## config.mk

```make
export PLATFORM = sky130hd
export DESIGN_NAME = ibuffer_warp_flat
export DESIGN_NICKNAME = d
export VERILOG_FILES = /design/src/rtl/ibuffer_warp_if.sv /design/src/rtl/ibuffer_warp.sv /design/src/flat_wrapper.sv
export SDC_FILE = /design/constraint.sdc
export NUM_CORES = 1
export LEC_CHECK = 0
export ABC_AREA = 1
export BUFFER_PORTS_ARGS = -buffer_cell sky130_fd_sc_hd__buf_2
export CAP_MARGIN = 25
export CORE_ASPECT_RATIO = 1.1
export CORE_UTILIZATION = 57
export DETAILED_ROUTE_END_ITERATION = 16
export PLACE_DENSITY = 0.78
export SYNTH_ARGS = -nofsm -noshare
export SYNTH_HDL_FRONTEND = slang
export SYNTH_SLANG_ARGS = --single-unit
```

## constraint.sdc

```tcl
create_clock -name clk -period 4.45 [get_ports clk]
set_clock_uncertainty 0.2 [all_clocks]
set_input_delay 0.2225 -clock clk [delete_from_list [all_inputs] [get_ports clk]]
set_output_delay 0.2225 -clock clk [all_outputs]
set_load 0.03 [all_outputs]
```

## src/rtl/ibuffer_warp_if.sv

```systemverilog
// ============================================================================
// Module      : ibuffer_warp_if
// Description : Decode / scoreboard / issue / memory-ack bundle for one warp's
//               instruction buffer. The buffer uses the slave view.
// Revision    : 1.0 - initial release
// ============================================================================
`default_nettype none

interface ibuffer_warp_if #(
  parameter int INST_W = 32
);
  logic              ID_Valid;
  logic [INST_W-1:0] ID_Instr;
  logic [4:0]        ID_Src1;
  logic [4:0]        ID_Src2;
  logic [4:0]        ID_Dst;
  logic              ID_Src1_Valid;
  logic              ID_Src2_Valid;
  logic              ID_Dst_Valid;
  logic              ID_Replayable;
  logic              ID_SW_LWbar;
  logic              IB_Full;
  logic              IB_Empty;
  logic [4:0]        Src1;
  logic [4:0]        Src2;
  logic [4:0]        Dst;
  logic              Src1_Valid;
  logic              Src2_Valid;
  logic              Dst_Valid;
  logic              Replayable;
  logic              Scb_Full;
  logic              Scb_Dependent;
  logic [1:0]        ScbID_Scb_IB;
  logic              RP_Req;
  logic              RP_Grt;
  logic              Replay_Req;
  logic              Replay_Grt;
  logic [INST_W-1:0] IB_Instr_Out;
  logic [1:0]        IB_ScbID_Out;
  logic              Mem_Ack_Valid;
  logic              Mem_Ack_Replay;
  logic              Replay_Complete;
  logic [1:0]        Replay_Complete_ScbID;
  logic              Replay_Complete_SW_LWbar;
  logic              IB_Err;

  modport slave (
    input  ID_Valid, ID_Instr, ID_Src1, ID_Src2, ID_Dst,
           ID_Src1_Valid, ID_Src2_Valid, ID_Dst_Valid, ID_Replayable, ID_SW_LWbar,
           Scb_Full, Scb_Dependent, ScbID_Scb_IB, RP_Grt, Replay_Grt,
           Mem_Ack_Valid, Mem_Ack_Replay,
    output IB_Full, IB_Empty, Src1, Src2, Dst, Src1_Valid, Src2_Valid, Dst_Valid,
           Replayable, RP_Req, Replay_Req, IB_Instr_Out, IB_ScbID_Out,
           Replay_Complete, Replay_Complete_ScbID, Replay_Complete_SW_LWbar, IB_Err
  );

  modport master (
    output ID_Valid, ID_Instr, ID_Src1, ID_Src2, ID_Dst,
           ID_Src1_Valid, ID_Src2_Valid, ID_Dst_Valid, ID_Replayable, ID_SW_LWbar,
           Scb_Full, Scb_Dependent, ScbID_Scb_IB, RP_Grt, Replay_Grt,
           Mem_Ack_Valid, Mem_Ack_Replay,
    input  IB_Full, IB_Empty, Src1, Src2, Dst, Src1_Valid, Src2_Valid, Dst_Valid,
           Replayable, RP_Req, Replay_Req, IB_Instr_Out, IB_ScbID_Out,
           Replay_Complete, Replay_Complete_ScbID, Replay_Complete_SW_LWbar, IB_Err
  );
endinterface

`default_nettype wire

```

## src/rtl/ibuffer_warp.sv

```systemverilog
// ============================================================================
// Module      : ibuffer_warp
// Description : Per-warp instruction FIFO with head issue/replay FSM.
//               Define IBUF_ERR_CHECK_EN to build the sticky IB_Err checker.
// Revision    : 1.0 - initial release
// ============================================================================
`default_nettype none

module ibuffer_warp #(
  parameter int DEPTH  = 4,
  parameter int INST_W = 32
) (
  input  logic           clk,
  input  logic           rst,
  ibuffer_warp_if.slave  ib
);

  localparam int c_ptr_w = $clog2(DEPTH);
  localparam logic [c_ptr_w:0] c_full_count = (c_ptr_w + 1)'(DEPTH);

  typedef enum logic [1:0] {
    S_IDLE   = 2'd0,
    S_WAIT   = 2'd1,
    S_REPLAY = 2'd2
  } state_t;

  typedef struct packed {
    logic [4:0] src1;
    logic [4:0] src2;
    logic [4:0] dst;
    logic       src1_v;
    logic       src2_v;
    logic       dst_v;
    logic       replayable;
    logic       sw_lwbar;
  } meta_t;

  logic [INST_W-1:0]  r_instr [DEPTH];
  meta_t              r_meta  [DEPTH];
  logic [c_ptr_w-1:0] r_wr_ptr;
  logic [c_ptr_w-1:0] r_rd_ptr;
  logic [c_ptr_w:0]   r_count;
  state_t             r_state;
  state_t             w_state_nxt;
  logic [1:0]         r_head_scbid;

  meta_t w_meta_in;
  meta_t w_head;
  logic  w_full;
  logic  w_head_valid;
  logic  w_head_live;
  logic  w_push;
  logic  w_pop;
  logic  w_issue;
  logic  w_rp_req;
  logic  w_replay_req;
  logic  w_replay_complete;

  assign w_full       = (r_count == c_full_count);
  assign w_head_valid = (r_count != '0);
  assign w_push       = ib.ID_Valid & ~w_full;
  assign w_head       = r_meta[r_rd_ptr];
  assign w_head_live  = w_head_valid & (r_state == S_IDLE);

  assign w_meta_in = '{
    src1:       ib.ID_Src1,
    src2:       ib.ID_Src2,
    dst:        ib.ID_Dst,
    src1_v:     ib.ID_Src1_Valid,
    src2_v:     ib.ID_Src2_Valid,
    dst_v:      ib.ID_Dst_Valid,
    replayable: ib.ID_Replayable,
    sw_lwbar:   ib.ID_SW_LWbar
  };

  // Payload storage carries no reset; occupancy is tracked by r_count alone.
  always_ff @(posedge clk) begin
    if (w_push) begin
      r_instr[r_wr_ptr] <= ib.ID_Instr;
      r_meta[r_wr_ptr]  <= w_meta_in;
    end
  end

  always_ff @(posedge clk or posedge rst) begin
    if (rst) begin
      r_wr_ptr <= '0;
      r_rd_ptr <= '0;
      r_count  <= '0;
    end else begin
      if (w_push) r_wr_ptr <= r_wr_ptr + 1'b1;
      if (w_pop)  r_rd_ptr <= r_rd_ptr + 1'b1;
      case ({w_push, w_pop})
        2'b10:   r_count <= r_count + 1'b1;
        2'b01:   r_count <= r_count - 1'b1;
        default: r_count <= r_count;
      endcase
    end
  end

  always_ff @(posedge clk or posedge rst) begin
    if (rst) begin
      r_state      <= S_IDLE;
      r_head_scbid <= 2'd0;
    end else begin
      r_state <= w_state_nxt;
      if (w_issue) r_head_scbid <= ib.ScbID_Scb_IB;
    end
  end

  // A replayable head stays in the FIFO until memory reports it done.
  always_comb begin
    w_state_nxt       = r_state;
    w_pop             = 1'b0;
    w_issue           = 1'b0;
    w_rp_req          = 1'b0;
    w_replay_req      = 1'b0;
    w_replay_complete = 1'b0;
    case (r_state)
      S_IDLE: begin
        w_rp_req = w_head_valid & ~ib.Scb_Full & ~ib.Scb_Dependent;
        if (w_rp_req & ib.RP_Grt) begin
          w_issue = 1'b1;
          if (w_head.replayable) w_state_nxt = S_WAIT;
          else                   w_pop       = 1'b1;
        end
      end
      S_WAIT: begin
        if (ib.Mem_Ack_Valid) begin
          if (ib.Mem_Ack_Replay) begin
            w_state_nxt = S_REPLAY;
          end else begin
            w_pop             = 1'b1;
            w_replay_complete = 1'b1;
            w_state_nxt       = S_IDLE;
          end
        end
      end
      S_REPLAY: begin
        w_replay_req = 1'b1;
        if (ib.Replay_Grt) w_state_nxt = S_WAIT;
      end
      default: w_state_nxt = S_IDLE;
    endcase
  end

  assign ib.IB_Full                  = w_full;
  assign ib.IB_Empty                 = ~w_head_valid;
  assign ib.Src1                     = w_head.src1;
  assign ib.Src2                     = w_head.src2;
  assign ib.Dst                      = w_head.dst;
  assign ib.Src1_Valid               = w_head_live & w_head.src1_v;
  assign ib.Src2_Valid               = w_head_live & w_head.src2_v;
  assign ib.Dst_Valid                = w_head_live & w_head.dst_v;
  assign ib.Replayable               = w_head_live & w_head.replayable;
  assign ib.RP_Req                   = w_rp_req;
  assign ib.Replay_Req               = w_replay_req;
  assign ib.IB_Instr_Out             = r_instr[r_rd_ptr];
  assign ib.IB_ScbID_Out             = (r_state == S_IDLE) ? ib.ScbID_Scb_IB : r_head_scbid;
  assign ib.Replay_Complete          = w_replay_complete;
  assign ib.Replay_Complete_ScbID    = r_head_scbid;
  assign ib.Replay_Complete_SW_LWbar = w_head.sw_lwbar;

`ifdef IBUF_ERR_CHECK_EN
  logic w_err_event;
  logic r_err;

  assign w_err_event = (ib.ID_Valid & w_full)
                     | (ib.RP_Grt & ~w_rp_req)
                     | (ib.Replay_Grt & (r_state != S_REPLAY))
                     | (ib.Mem_Ack_Valid & (r_state != S_WAIT));

  always_ff @(posedge clk or posedge rst) begin
    if (rst)              r_err <= 1'b0;
    else if (w_err_event) r_err <= 1'b1;
  end

  assign ib.IB_Err = r_err;
`else
  assign ib.IB_Err = 1'b0;
`endif

endmodule

`default_nettype wire

```

## src/flat_wrapper.sv

```systemverilog
// flat-port wrapper written by rule: the top's interface ports become plain ports
module ibuffer_warp_flat 
#(
  parameter int DEPTH  = 4,
  parameter int INST_W = 32
)
  (clk, rst, ib_ID_Valid, ib_ID_Instr, ib_ID_Src1, ib_ID_Src2, ib_ID_Dst, ib_ID_Src1_Valid, ib_ID_Src2_Valid, ib_ID_Dst_Valid, ib_ID_Replayable, ib_ID_SW_LWbar, ib_Scb_Full, ib_Scb_Dependent, ib_ScbID_Scb_IB, ib_RP_Grt, ib_Replay_Grt, ib_Mem_Ack_Valid, ib_Mem_Ack_Replay, ib_IB_Full, ib_IB_Empty, ib_Src1, ib_Src2, ib_Dst, ib_Src1_Valid, ib_Src2_Valid, ib_Dst_Valid, ib_Replayable, ib_RP_Req, ib_Replay_Req, ib_IB_Instr_Out, ib_IB_ScbID_Out, ib_Replay_Complete, ib_Replay_Complete_ScbID, ib_Replay_Complete_SW_LWbar, ib_IB_Err);
  ibuffer_warp_if #(.INST_W(INST_W)) ib_i ();
  input  logic clk;
  input  logic rst;
  input wire logic [$bits(ib_i.ID_Valid)-1:0] ib_ID_Valid;
  input wire logic [$bits(ib_i.ID_Instr)-1:0] ib_ID_Instr;
  input wire logic [$bits(ib_i.ID_Src1)-1:0] ib_ID_Src1;
  input wire logic [$bits(ib_i.ID_Src2)-1:0] ib_ID_Src2;
  input wire logic [$bits(ib_i.ID_Dst)-1:0] ib_ID_Dst;
  input wire logic [$bits(ib_i.ID_Src1_Valid)-1:0] ib_ID_Src1_Valid;
  input wire logic [$bits(ib_i.ID_Src2_Valid)-1:0] ib_ID_Src2_Valid;
  input wire logic [$bits(ib_i.ID_Dst_Valid)-1:0] ib_ID_Dst_Valid;
  input wire logic [$bits(ib_i.ID_Replayable)-1:0] ib_ID_Replayable;
  input wire logic [$bits(ib_i.ID_SW_LWbar)-1:0] ib_ID_SW_LWbar;
  input wire logic [$bits(ib_i.Scb_Full)-1:0] ib_Scb_Full;
  input wire logic [$bits(ib_i.Scb_Dependent)-1:0] ib_Scb_Dependent;
  input wire logic [$bits(ib_i.ScbID_Scb_IB)-1:0] ib_ScbID_Scb_IB;
  input wire logic [$bits(ib_i.RP_Grt)-1:0] ib_RP_Grt;
  input wire logic [$bits(ib_i.Replay_Grt)-1:0] ib_Replay_Grt;
  input wire logic [$bits(ib_i.Mem_Ack_Valid)-1:0] ib_Mem_Ack_Valid;
  input wire logic [$bits(ib_i.Mem_Ack_Replay)-1:0] ib_Mem_Ack_Replay;
  output wire logic [$bits(ib_i.IB_Full)-1:0] ib_IB_Full;
  output wire logic [$bits(ib_i.IB_Empty)-1:0] ib_IB_Empty;
  output wire logic [$bits(ib_i.Src1)-1:0] ib_Src1;
  output wire logic [$bits(ib_i.Src2)-1:0] ib_Src2;
  output wire logic [$bits(ib_i.Dst)-1:0] ib_Dst;
  output wire logic [$bits(ib_i.Src1_Valid)-1:0] ib_Src1_Valid;
  output wire logic [$bits(ib_i.Src2_Valid)-1:0] ib_Src2_Valid;
  output wire logic [$bits(ib_i.Dst_Valid)-1:0] ib_Dst_Valid;
  output wire logic [$bits(ib_i.Replayable)-1:0] ib_Replayable;
  output wire logic [$bits(ib_i.RP_Req)-1:0] ib_RP_Req;
  output wire logic [$bits(ib_i.Replay_Req)-1:0] ib_Replay_Req;
  output wire logic [$bits(ib_i.IB_Instr_Out)-1:0] ib_IB_Instr_Out;
  output wire logic [$bits(ib_i.IB_ScbID_Out)-1:0] ib_IB_ScbID_Out;
  output wire logic [$bits(ib_i.Replay_Complete)-1:0] ib_Replay_Complete;
  output wire logic [$bits(ib_i.Replay_Complete_ScbID)-1:0] ib_Replay_Complete_ScbID;
  output wire logic [$bits(ib_i.Replay_Complete_SW_LWbar)-1:0] ib_Replay_Complete_SW_LWbar;
  output wire logic [$bits(ib_i.IB_Err)-1:0] ib_IB_Err;
  assign ib_i.ID_Valid = ib_ID_Valid;
  assign ib_i.ID_Instr = ib_ID_Instr;
  assign ib_i.ID_Src1 = ib_ID_Src1;
  assign ib_i.ID_Src2 = ib_ID_Src2;
  assign ib_i.ID_Dst = ib_ID_Dst;
  assign ib_i.ID_Src1_Valid = ib_ID_Src1_Valid;
  assign ib_i.ID_Src2_Valid = ib_ID_Src2_Valid;
  assign ib_i.ID_Dst_Valid = ib_ID_Dst_Valid;
  assign ib_i.ID_Replayable = ib_ID_Replayable;
  assign ib_i.ID_SW_LWbar = ib_ID_SW_LWbar;
  assign ib_i.Scb_Full = ib_Scb_Full;
  assign ib_i.Scb_Dependent = ib_Scb_Dependent;
  assign ib_i.ScbID_Scb_IB = ib_ScbID_Scb_IB;
  assign ib_i.RP_Grt = ib_RP_Grt;
  assign ib_i.Replay_Grt = ib_Replay_Grt;
  assign ib_i.Mem_Ack_Valid = ib_Mem_Ack_Valid;
  assign ib_i.Mem_Ack_Replay = ib_Mem_Ack_Replay;
  assign ib_IB_Full = ib_i.IB_Full;
  assign ib_IB_Empty = ib_i.IB_Empty;
  assign ib_Src1 = ib_i.Src1;
  assign ib_Src2 = ib_i.Src2;
  assign ib_Dst = ib_i.Dst;
  assign ib_Src1_Valid = ib_i.Src1_Valid;
  assign ib_Src2_Valid = ib_i.Src2_Valid;
  assign ib_Dst_Valid = ib_i.Dst_Valid;
  assign ib_Replayable = ib_i.Replayable;
  assign ib_RP_Req = ib_i.RP_Req;
  assign ib_Replay_Req = ib_i.Replay_Req;
  assign ib_IB_Instr_Out = ib_i.IB_Instr_Out;
  assign ib_IB_ScbID_Out = ib_i.IB_ScbID_Out;
  assign ib_Replay_Complete = ib_i.Replay_Complete;
  assign ib_Replay_Complete_ScbID = ib_i.Replay_Complete_ScbID;
  assign ib_Replay_Complete_SW_LWbar = ib_i.Replay_Complete_SW_LWbar;
  assign ib_IB_Err = ib_i.IB_Err;
  ibuffer_warp #(.DEPTH(DEPTH), .INST_W(INST_W)) u_core (.clk(clk), .rst(rst), .ib(ib_i));
endmodule
```

=== After elaboration in Yosys (flattened, before gate mapping) ===
Memories as Yosys holds them, arrays and structs flattened.
Cells that the tools add are included.

* Bits in registers: 11
* RAM bits: 208
* Input bits: 63
* Output and inout port bits: 62
* Word-level logic and storage cells: 57
* Memories kept: 2

{| class="wikitable"
|+ Memories
! memory !! depth !! width !! rd ports !! clocked after memory_dff !! wr ports !! RTL line !! text
|-
| u_core.r_instr || 4 || 32 || 1 || 0 || 1 || ibuffer_warp.sv:38 || <nowiki>logic [INST_W-1:0] r_instr [DEPTH];</nowiki>
|-
| u_core.r_meta || 4 || 20 || 1 || 0 || 1 || ibuffer_warp.sv:39 || <nowiki>meta_t r_meta [DEPTH];</nowiki>
|}

* $add $sub $neg: 4
* Eq/ne operators: 9
* Muxes and demuxes: 20
* Bitwise gates (word level): 13
* Reduce and logical (&&, ||, !) cells: 4

{| class="wikitable"
|+ Operator list
! kind !! count
|-
| two-way mux 2 bit || 6
|-
| two-way mux 1 bit || 11
|-
| AND 1 bit || 9
|-
| case mux 2 bit (3 select lines) || 1
|-
| case mux 3 bit (2 select lines) || 1
|-
| adder 2 x 1 -> 2 bit (second input constant) || 2
|-
| equality test 2 x 1 -> 1 bit (second input constant) || 2
|-
| equality test 2 bit (second input constant) || 2
|-
| != test 2 x 1 -> 1 bit (second input constant) || 2
|-
| != test 2 bit (second input constant) || 2
|-
| inverter 1 bit || 4
|-
| AND reduction 4 bit || 1
|-
| adder 3 x 1 -> 3 bit (second input constant) || 1
|-
| equality test 3 bit (second input constant) || 1
|-
| nonzero test 3 bit || 1
|-
| subtractor 3 x 1 -> 3 bit (second input constant) || 1
|-
| logical NOT 2 bit || 1
|-
| case mux 1 bit (2 select lines) || 1
|-
| nonzero test 2 bit || 1
|}

=== Logic depth before layout (Yosys ltp) ===
* Depth after elaboration: 8
* Depth in mapped cells: 13

=== Least setup slack after synthesis ===
OpenSTA, ideal clock, no wires.

* Path kind: register to register
* Start point: register u_core.r_wr_ptr[0]
* End point: memory u_core.r_instr[2][0] (enable)
* Arrival: 2.836 ns
* Data required time: 3.788 ns
* Slack: 0.952 ns
* Cell stages (with the launch flop): 5
* Clock period less this slack: 3.498 ns
* Cells stage by stage: dfrtp_1 inv_1 ha_1 inv_1 nor2_1

{| class="wikitable"
|+ RTL lines
! element !! RTL line !! text
|-
| start: declaration || ibuffer_warp.sv:40 || <nowiki>logic [c_ptr_w-1:0] r_wr_ptr;</nowiki>
|-
| start signal: assignment || ibuffer_warp.sv:90 || <nowiki>if (w_push) r_wr_ptr <= r_wr_ptr + 1'b1;</nowiki>
|-
| end: declaration || ibuffer_warp.sv:38 ||
|}

No word-level cell before the write port.

=== Final worst setup path ===
* Start point: register u_core.r_rd_ptr[0]
* End point: output ib_IB_Instr_Out[26]

* Cells in the longest elaborated chain, start to end: 1

{| class="wikitable"
|+ RTL lines
! element !! RTL line !! text
|-
| start: declaration || ibuffer_warp.sv:41 || <nowiki>logic [c_ptr_w-1:0] r_rd_ptr;</nowiki>
|-
| start signal: assignment || ibuffer_warp.sv:91 || <nowiki>if (w_pop) r_rd_ptr <= r_rd_ptr + 1'b1;</nowiki>
|-
| memory (4 x 32 bit) || n/a ||
|-
| end: declaration || flat_wrapper.sv:39 || <nowiki>output wire logic [$bits(ib_i.IB_Instr_Out)-1:0] ib_IB_Instr_Out;</nowiki>
|}

No other way between the ends.

==> impl_metrics.env <==
export IMPL_result_of_the_run="complete, no violations"
export IMPL_worst_slew_pin_transition_ns=1.004
export IMPL_clk_insertion_delay_late_ns=0.48
export IMPL_die_area_mm2=0.01541
export IMPL_finalNetCount=859
export IMPL_timing_critical_path_slowest_stage_cell="sky130_fd_sc_hd__buf_4"
export IMPL_io_buffers=123
export IMPL_mostFrequentLayoutCells="sky130_fd_sc_hd__edfxtp_1 (208), sky130_fd_sc_hd__buf_2 (123), sky130_fd_sc_hd__nor2_1 (114)"
export IMPL_critPathArrivalTime_ns=2.67
export IMPL_cp_max_fo=56
export IMPL_grt_pass1_wl_mm=27.26
export IMPL_syn_to_final_growth_pct=23.77
export IMPL_floorplan_core_area_mm2=0.01450
export IMPL_number_of_antenna_violations_at_the_first_check_in_global_routing=0
export IMPL_critPathMaxStageDelay_ns=0.56
export IMPL_worst_endpoint_required_ns=4.03
export IMPL_cts_resized=0
export IMPL_drtIter0Drc=453
export IMPL_placement_setup_worst_slack_ns=1.498
export IMPL_synthCells=607
export IMPL_wl_per_cell_um=18.07
export IMPL_timing_critical_path_cells="inv_4, buf_4, o21ai_0, o22ai_1, buf_2"
export IMPL_die_w_um=118.5
export IMPL_dr_pass1_iters=5
export IMPL_post_cts_setup_inserts=0
export IMPL_yosysUniqueCellTypes=33
export IMPL_number_of_global_route_vias_before_repair=5497
export IMPL_synth_async_sr_flop_share_pct=5.023
export IMPL_syn_avg_cell_area_um2=14.01
export IMPL_worst_slack_ns=1.358
export IMPL_maxSlewHeadroom_pct=33.08
export IMPL_path_class="flop to output port"
export IMPL_viasPerCell=5.608
export IMPL_drv_slew=0
export IMPL_startpoint_type="flop"
export IMPL_clock_path_buffers=3
export IMPL_dp_hpwl_mm=9.749
export IMPL_largest_net_degree_at_the_start_of_global_routing=99
export IMPL_synth_top_area_share_pct=73.44
export IMPL_initial_core_util_pct=58.64
export IMPL_report_power_total_mw=7.324
export IMPL_finalWeightedCongestion=0.7537
export IMPL_track_usage_pct=22.92
export IMPL_ctsRootBufferMaster="sky130_fd_sc_hd__clkbuf_16"
export IMPL_cts_num_sinks=219
export IMPL_layout_area_seq_mm2=0.006526
export IMPL_synthFlopType="sky130_fd_sc_hd__edfxtp_1"
export IMPL_placementRows=46
export IMPL_post_route_cells_drive_above_1_share_pct=22.24
export IMPL_tritoncts_clock_tree="built"
export IMPL_post_synth_main_area_contributors="sky130_fd_sc_hd__edfxtp_1 (73%), sky130_fd_sc_hd__o21ai_0 (5.7%), sky130_fd_sc_hd__nor2_1 (5.2%)"
export IMPL_max_freq_mhz=323.4
export IMPL_synth_edf_count=208
export IMPL_multiInputGateArea_mm2=0.001679
export IMPL_synth_warning_count=0
export IMPL_grt_setup_unrepaired="no"
export IMPL_cap_violations=0
export IMPL_synth_seq_area_share_pct=76.68
export IMPL_n_antenna_cell=0
export IMPL_route_detailed_drc=0
export IMPL_report_final_hold_viol_count=0
export IMPL_timing_final_crit_period_ns=3.092
export IMPL_cts_hold_buffers_added=63
export IMPL_ant_nets=0
export IMPL_layout_commonest_cell="sky130_fd_sc_hd__edfxtp_1"
export IMPL_postSynthRegisterBits=219
export IMPL_totalWireLength_mm=18.02
export IMPL_crit_path_end_kind="output port"
export IMPL_peakVddDrop_mv=0.4418
export IMPL_io_pins=125
export IMPL_layout_worst_path_cycle_share_pct=69.48
export IMPL_clk_pin_slew_worst_setup_hold_paths_ns=0.06
export IMPL_grt_overflow=0
export IMPL_fp_dieH_um=130.1
export IMPL_hold_path_class="input port to flop"
export IMPL_synth_area_leader_cell="sky130_fd_sc_hd__edfxtp_1"
export IMPL_mappedNetlistArea_mm2=0.008504
export IMPL_postSynthNetCount=676
export IMPL_fin_setup_tns_ns=0
export IMPL_fillerInstances=939
export IMPL_total_cts_buffers=22
export IMPL_h_tree_depth=1
export IMPL_route_vias_total=5591
export IMPL_power_leakage_nw=3.859
export IMPL_final_setup_viol_count=0
export IMPL_cellPowerDensity_mw_per_mm2=695.8
[cell families after synthesis]
group           Yosys count  synth area share [%]
xor+xnor                  4                0.4120
fa+ha+maj                 6                0.9710
buf+inv                  57                 3.928
flops                   219                 76.68
other cells               1               0.04409
simple gates            157                 7.518
compound gates          163                 10.45
[metrics by stage]
stage | utilization (%) | instances | instance area, um2 | hold slack, ns
after CTS | 72.58 | 997 | 10530 | 0.001029
after global routing | 72.58 | 997 | 10530 | 0.06609
after global placement | 63.60 | 895 | 9224 | 0.04830
final | 72.58 | 997 | 10530 | 0.01790
after detailed placement | 63.60 | 895 | 9224 | 0.05912
after floorplan | - | 607 | 8504 | -0.1251
[layout make-up]
cell class	instances	area share, %
Inverter	22	0.8558
Tap cell	192	2.282
Multi-Input combinational cell	331	15.95
Clock inverter	11	0.7370
Clock buffer	28	5.646
Timing Repair Buffer	194	12.53
Sequential cell	219	62.00
[flip-flops by register name (all words and copies together), names as in the netlist]
name                             count
u_core.r_count                       3
u_core.r_state                       2
u_core.r_rd_ptr                      2
u_core.r_wr_ptr                      2
u_core.r_meta                       80
u_core.r_instr                     128
u_core.ib.Replay_Complete_ScbID      2
[Yosys cell counts, types with 7 or more instances]
cell type,n
sky130_fd_sc_hd__nand3_1,7
sky130_fd_sc_hd__clkbuf_1,15
sky130_fd_sc_hd__dfrtp_1,11
sky130_fd_sc_hd__buf_6,10
sky130_fd_sc_hd__edfxtp_1,208
sky130_fd_sc_hd__o22ai_1,49
sky130_fd_sc_hd__nor2_1,118
sky130_fd_sc_hd__inv_1,19
sky130_fd_sc_hd__o21ai_1,11
sky130_fd_sc_hd__o21ai_0,97
sky130_fd_sc_hd__nand2_1,19
[power breakdown]
group	leakage, nW	switching (mW)	internal (mW)
combinational	1.49	2.03	0.727
sequential	2.03	0.147	2.72
clock	0.331	0.702	1.00
total	3.86	2.88	4.44
[final timing paths]
kind	slack (ns)	cells past startpoint	endpoint	startpoint
worst min register to register	0.30	1	u_core.r_count[0]$_DFFE_PP0P_	u_core.r_count[0]$_DFFE_PP0P_
min in group asynchronous	0.10	3	u_core.r_wr_ptr[0]$_DFFE_PP0P_	rst
worst min-delay path	0.02	7	u_core.r_rd_ptr[0]$_DFFE_PP0P_	ib_Scb_Dependent
worst max register to register	1.49	11	u_core.r_count[2]$_DFFE_PP0P_	u_core.r_rd_ptr[1]$_DFFE_PP0P_
max in group asynchronous	3.58	3	u_core.r_rd_ptr[0]$_DFFE_PP0P_	rst
worst max-delay path	1.36	5	ib_IB_Instr_Out[26]	u_core.r_rd_ptr[0]$_DFFE_PP0P_
[metal layers]
metal	global-route usage, %	share of wire [%]	vias up
li1	-	-	2587
met1	28.29	40	2746
met2	41.87	53	228
met3	2.666	5.2	30
met4	9.010	2.0	0
met5	0	0	-
[critical path, delay by kind of cell, from the launching register on]
family | cells | cell delay [ns]
AO/OA/AOI/OAI | 2 | 0.44
buffers and inverters | 3 | 1.18
flip-flops | 1 | 0.53
(Power assumes the default switching activity.)
